### config.mk
export PLATFORM = sky130hd
export DESIGN_NAME = serial_subtractor
export DESIGN_NICKNAME = d
export VERILOG_FILES = /design/src/rtl/serial_subtractor.sv
export SDC_FILE = /design/constraint.sdc
export NUM_CORES = 1
export LEC_CHECK = 0
export CAP_MARGIN = 25
export CELL_PAD_IN_SITES_DETAIL_PLACEMENT = 1
export CELL_PAD_IN_SITES_GLOBAL_PLACEMENT = 1
export CORE_ASPECT_RATIO = 1.2
export CORE_MARGIN = 10
export CORE_UTILIZATION = 43
export CTS_CLUSTER_DIAMETER = 30
export CTS_CLUSTER_SIZE = 25
export DETAILED_ROUTE_END_ITERATION = 8
export DONT_BUFFER_PORTS = 1
export GPL_TIMING_DRIVEN = 0
export PLACE_DENSITY_LB_ADDON = 0.1
export SYNTH_ARGS = -nofsm -noshare
export SYNTH_HDL_FRONTEND = slang
export SYNTH_SLANG_ARGS = --single-unit
### constraint.sdc
create_clock -name clk -period 1.8 [get_ports clk]
set_clock_uncertainty 0.15 [all_clocks]
set_input_delay 0.18 -clock clk [delete_from_list [all_inputs] [get_ports clk]]
set_output_delay 0.18 -clock clk [all_outputs]
set_load 0.03 [all_outputs]
### src/rtl/serial_subtractor.sv
// Bit-serial a - b - bin, LSB first, one full-subtractor cell + borrow flop.
// Ports: clk, rst_n, start, a, b, bin -> diff, bout, ovf, busy, done.
module serial_subtractor #(
    parameter int WIDTH = 8
) (
    input  logic             clk,
    input  logic             rst_n,
    input  logic             start,
    input  logic [WIDTH-1:0] a,
    input  logic [WIDTH-1:0] b,
    input  logic             bin,
    output logic [WIDTH-1:0] diff,
    output logic             bout,
    output logic             ovf,
    output logic             busy,
    output logic             done
);

    localparam int CW = $clog2(WIDTH + 1);

    typedef enum logic [1:0] {
        IDLE,
        RUN,
        DONE
    } state_t;

    state_t           state;
    state_t           state_next;
    logic [WIDTH-1:0] a_sh;
    logic [WIDTH-1:0] b_sh;
    logic [WIDTH-1:0] r_sh;
    logic [WIDTH-1:0] r_next;
    logic [CW-1:0]    cnt;
    logic             brw;
    logic             brw_next;
    logic             x;
    logic             y;
    logic             d;
    logic             accept;
    logic             last;

    assign accept = start && (state == IDLE || state == DONE);
    assign last   = (state == RUN) && (cnt == CW'(WIDTH - 1));

    assign x        = a_sh[0];
    assign y        = b_sh[0];
    assign d        = x ^ y ^ brw;
    assign brw_next = (~x & y) | (~(x ^ y) & brw);

    generate
        if (WIDTH == 1) begin : g_r1
            assign r_next = d;
        end else begin : g_rn
            assign r_next = {d, r_sh[WIDTH-1:1]};
        end
    endgenerate

    always_ff @(posedge clk or negedge rst_n) begin
        if (!rst_n) begin
            state <= IDLE;
        end else begin
            state <= state_next;
        end
    end

    always_comb begin
        state_next = state;
        unique case (state)
            IDLE:    if (start) state_next = RUN;
            RUN:     if (last) state_next = DONE;
            DONE:    state_next = start ? RUN : IDLE;
            default: state_next = IDLE;
        endcase
    end

    always_ff @(posedge clk or negedge rst_n) begin
        if (!rst_n) begin
            a_sh <= '0;
            b_sh <= '0;
            r_sh <= '0;
            brw  <= 1'b0;
            cnt  <= '0;
            diff <= '0;
            bout <= 1'b0;
            ovf  <= 1'b0;
        end else begin
            if (accept) begin
                a_sh <= a;
                b_sh <= b;
                brw  <= bin;
                cnt  <= '0;
            end else if (state == RUN) begin
                a_sh <= a_sh >> 1;
                b_sh <= b_sh >> 1;
                r_sh <= r_next;
                brw  <= brw_next;
                cnt  <= cnt + CW'(1);
            end
            // On the last bit x/y are the operand MSBs and d is the result MSB.
            if (last) begin
                diff <= r_next;
                bout <= brw_next;
                ovf  <= (x ^ y) & (d ^ x);
            end
        end
    end

    assign busy = (state == RUN);
    assign done = (state == DONE);

endmodule

# ---- Yosys cells after proc, flatten, opt, wreduce, memory -nomap -nowiden
# Index checks and enable logic that the tools add are counted.
dict set report word_totals {
  register_bits 41
  out_inout_bits 12
}
dict set report op_classes {
  n_addsub 1
  n_eq_ne 5
  muxes 12
  bitwise 10
  n_reduce_logical 7
}
# op count
set op_table {}
lappend op_table {{$mux 8} 4}
lappend op_table {{$mux 4} 2}
lappend op_table {{$pmux 2 s3} 1}
lappend op_table {{$add 4x1->4 const B} 1}
lappend op_table {{$eq 4x3->1 const B} 1}
lappend op_table {{$mux 2} 2}
lappend op_table {{$reduce_and 2->1} 2}
lappend op_table {{$and 1x1->1} 3}
lappend op_table {{$mux 1} 3}
lappend op_table {{$not 1->1} 3}
lappend op_table {{$xor 1x1->1} 3}
lappend op_table {{$eq 2x1->1 const B} 1}
lappend op_table {{$eq 2x2->1 const B} 1}
lappend op_table {{$logic_and 1x1->1} 2}
lappend op_table {{$logic_not 2->1} 1}
lappend op_table {{$ne 2x1->1 const B} 1}
lappend op_table {{$ne 2x2->1 const B} 1}
lappend op_table {{$reduce_bool 2->1} 1}
lappend op_table {{$logic_or 1x1->1} 1}
lappend op_table {{$or 1x1->1} 1}

# ---- Logic depth before layout (Yosys ltp)
dict set report depth {
  word_depth 6
  depth_mapped 7
}

# ---- Worst setup path after synthesis
# OpenSTA, ideal clock, no wires.
dict set report synth_timing {
  path_kind {register to register}
  start {reg a_sh[0]}
  end {reg ovf}
  setup_ps 125
  t_arrival_ps 1417
  setup_slack_ps 109
  path_stages_with_launch 6
  n_path_buf 0
  cell_sequence {dfrtp_1 -> inv_1 -> fa_1 -> xor2_1 -> nor2_1 -> mux2_2}
}
dict set report synth_via {
  elab_chain_cells 4
}
# item line
set synth_lines {}
lappend synth_lines {{start: declaration} 29} ;# logic [WIDTH-1:0] a_sh;
lappend synth_lines {{start signal: assignment} 93} ;# a_sh <= a_sh >> 1;
lappend synth_lines {{$xor 1x1->1} {47, 103}}
lappend synth_lines {{$xor 1x1->1} 47} ;# assign d = x ^ y ^ brw;
lappend synth_lines {{$xor 1x1->1} 103} ;# ovf <= (x ^ y) & (d ^ x);
lappend synth_lines {{$and 1x1->1 (*)} 103}
lappend synth_lines {{end signal: assignment} 103}
lappend synth_lines {{end: declaration} 14} ;# output logic ovf,
# Every way passes the cells marked *; elsewhere a longest branch is shown, timed or not.
# A chain may end at the register's enable or synchronous reset.

# ---- Worst setup path in the final report
dict set report layout_timing {
  start {reg brw}
  end {reg ovf}
}
dict set report layout_via {
  elab_chain_cells 3
}
# item line
set layout_lines {}
lappend layout_lines {{start: declaration} 34} ;# logic brw;
lappend layout_lines {{start signal: assignment} 90} ;# brw <= bin;
lappend layout_lines {{start signal: assignment} 96} ;# brw <= brw_next;
lappend layout_lines {{$xor 1x1->1} 47}
lappend layout_lines {{$xor 1x1->1} 103}
lappend layout_lines {{$and 1x1->1} 103}
# Every way passes these cells.

==> results.sh <==
export IMPL_status="finished clean"
export IMPL_min_period_over_period_pct=96.5
export IMPL_io_buffers=0
export IMPL_clock_sinks=40
export IMPL_holdWs_ns=0.192
export IMPL_path_cells="fa_1, xor2_1, nor2_1, mux2_2"
export IMPL_clkSlewWorstSetupHoldPaths_ns=0.08
export IMPL_synth_most_common_cell="nand2_1"
export IMPL_synth_edf_count=0
export IMPL_cts_tree="done"
export IMPL_synth_top_area_cell="dfrtp_1"
export IMPL_placedInstanceArea_um2=1790
export IMPL_grt_pass1_vias=1444
export IMPL_diodes=0
export IMPL_netlist_area_leader_share_pct=58.1
export IMPL_nFillCells=432
export IMPL_hpwl_um=2880
export IMPL_synth_compound_area_share_pct=7.98
export IMPL_grt_ovfl_total=0
export IMPL_yosys_warnings=0
export IMPL_cp_max_fo=3
export IMPL_yosys_top_cells_count="51 x nand2_1, 40 x dfrtp_1, 14 x nor2_1"
export IMPL_nNetsFinal=218
export IMPL_synth_simple_gate_area_share_pct=18.1
export IMPL_drtIter0Drc=37
export IMPL_finalPower_mw=4.01
export IMPL_htree_num_levels=2
export IMPL_setup_violations=0
export IMPL_cts_made_buffers=5
export IMPL_die_w_um=77.8
export IMPL_critPathCaptureType="flip-flop"
export IMPL_r2r_setup_slack_ns=0.06
export IMPL_required_ns=1.83
export IMPL_syn_avg_cell_area_um2=10.3
export IMPL_async_flop_share_pct=100
export IMPL_row_count=25
export IMPL_vdd_ir_drop_max_v=0.000697
export IMPL_clockBufferDepth=2
export IMPL_wl_per_cell_um=16.4
export IMPL_finalInstanceArea_um2=2130
export IMPL_finalCriticalPeriod_ns=1.74
export IMPL_gp_congestion=0.739
export IMPL_ys_types=26
export IMPL_finalHoldViolCount=0
export IMPL_drt_pass1_iter_count=4
export IMPL_cp_slowest_stage_delay_ns=0.60
export IMPL_drv_slew=0
export IMPL_hold_path_class="in2async"
export IMPL_via_count=1303
export IMPL_clock_latency_ns=0.29
export IMPL_die_h_um=89.4
export IMPL_drc=0
export IMPL_finalWirelength_um=4090
export IMPL_viasPerCell=5.21
export IMPL_worstPathArrival_ns=1.77
export IMPL_slew_headroom_pct=57.3
export IMPL_p_per_area_nw_per_um2=1880
export IMPL_syn_num_nets=190
export IMPL_p_leak_nw=0.973
export IMPL_ys_ff_latch=40
export IMPL_synth_xor_area_share_pct=0.508
export IMPL_coreArea_um2=3910
export IMPL_die_area_um2=6950
export IMPL_track_usage_pct=13.1
export IMPL_synth_area_leaders="dfrtp_1 58%, nand2_1 11%, mux2_2 6.5%"
export IMPL_synthFlopType="dfrtp_1"
export IMPL_ioPinCount=32
export IMPL_antenna_found_initial=0
export IMPL_grt_max_degree=41
export IMPL_criticalPathCategory="reg2reg"
export IMPL_area_growth_pct=23.6
export IMPL_drive_gt1_share_pct=14.3
export IMPL_ant_nets=0
export IMPL_synth_area_um2=1720
export IMPL_critPathLaunchType="flip-flop"
export IMPL_tightest_slew_ns=0.639
export IMPL_grt_pass1_wl_um=7160
export IMPL_yosys_area_share_adder_pct=2.61
export IMPL_ys_seq_area_share_pct=58.1
export IMPL_synth_cells=167
export IMPL_start_util_pct=44.1
export IMPL_synth_mux_area_share_pct=8.27
export IMPL_crit_slowest_cell="fa_1"
export IMPL_synth_top_family_by_area="simple AND/OR/NAND/NOR gates"
export IMPL_drv_cap=0
export IMPL_fmax_mhz=575
export IMPL_cts_root_buf="clkbuf_8"
==> cells by family after synthesis <==
logic type,Yosys count
adder cells (fa/ha/maj),3
AND/OR/NAND/NOR,75
buffers and inverters,14
multiplexers,13
AO/OA/AOI/OAI,21
XOR/XNOR,1
flip-flops,40
==> worst max-delay path: cells and delay by family (launching register included) <==
kind | cells | cell delay [ns]
adder cells (fa/ha/maj) | 1 | 0.60
flip-flops | 1 | 0.41
multiplexers | 1 | 0.25
XOR/XNOR | 1 | 0.15
AND/OR/NAND/NOR | 1 | 0.06
==> area by class of cell <==
cell class | count | area [um2] | share of cell area, %
Sequential cell | 40 | 1000 | 47.0
Inverter | 3 | 11.3 | 0.528
Multi-Input combinational cell | 113 | 647 | 30.4
Buffer | 11 | 77.6 | 3.64
Tap cell | 54 | 67.6 | 3.17
Timing Repair Buffer | 21 | 215 | 10.1
Clock buffer | 5 | 68.8 | 3.23
Clock inverter | 3 | 42.5 | 2.00
==> final timing paths <==
check	from	cells after the start	end
setup reg to reg	brw	4	ovf
max in group asynchronous	rst_n	2	state[0]
setup / recovery	brw	4	ovf
hold reg to reg	r_sh[1]	2	r_sh[1]
min in group clk	start	3	state[0]
hold / removal	rst_n	2	brw
==> registers in the layout, summed over array words and instances (netlist names) <==
register,flops
bout,1
ovf,1
brw,1
b_sh,8
diff,8
r_sh,7
cnt,4
state,2
a_sh,8
==> through the flow <==
stage	instances	utilization, %	setup slack, ns	setup TNS, ns
final	250	54.5	0.0621	0
after global routing	250	54.5	-0.0112	-0.0112
after CTS	248	53.9	0.0122	0
after detailed placement	221	45.8	0.0216	0
after global placement	221	45.8	0.0255	0
after floorplan	167	-	0.109	0
==> power breakdown <==
| group | total, mW | switching [mW] | leakage (nW) | internal [mW] |
|---|---|---|---|---|
| clock | 0.728 | 0.318 | 0.0541 | 0.410 |
| combinational | 1.46 | 0.798 | 0.427 | 0.664 |
| sequential | 1.82 | 0.500 | 0.492 | 1.32 |
==> timing repair <==
action / in CTS / in global routing
endpoints found under the setup margin: 1 / 2
pin swaps: 0 / 3
hold endpoints to repair: 57 / 0
buffers inserted: 0 / 2
hold buffers: 19 / 0
gates resized for setup: 1 / 3
==> layer usage <==
layer | share of wire [%] | up-vias | GRT usage [%]
met5 | 0 | - | 0
met4 | 1.4 | 0 | 4.65
met3 | 5.9 | 5 | 5.13
met2 | 53 | 28 | 23.2
met1 | 40 | 662 | 13.8
li1 | - | 608 | -
==> layout by cell type (no fill, tap or decap), types with 2 or more instances in the layout <==
cell type	instances
nand2_1	51
dlygate4sd3_1	18
buf_4	3
nand3_1	3
dfrtp_1	40
a22o_1	2
ha_1	2
buf_12	2
clkbuf_8	5
mux2i_1	3
nor2_1	14
nand2b_1	2
o21ai_0	3
clkbuf_1	6
a22oi_1	2
buf_6	2
a31oi_1	12
mux2_2	10
inv_1	2
Note: power is estimated with default switching activity, not from simulation.
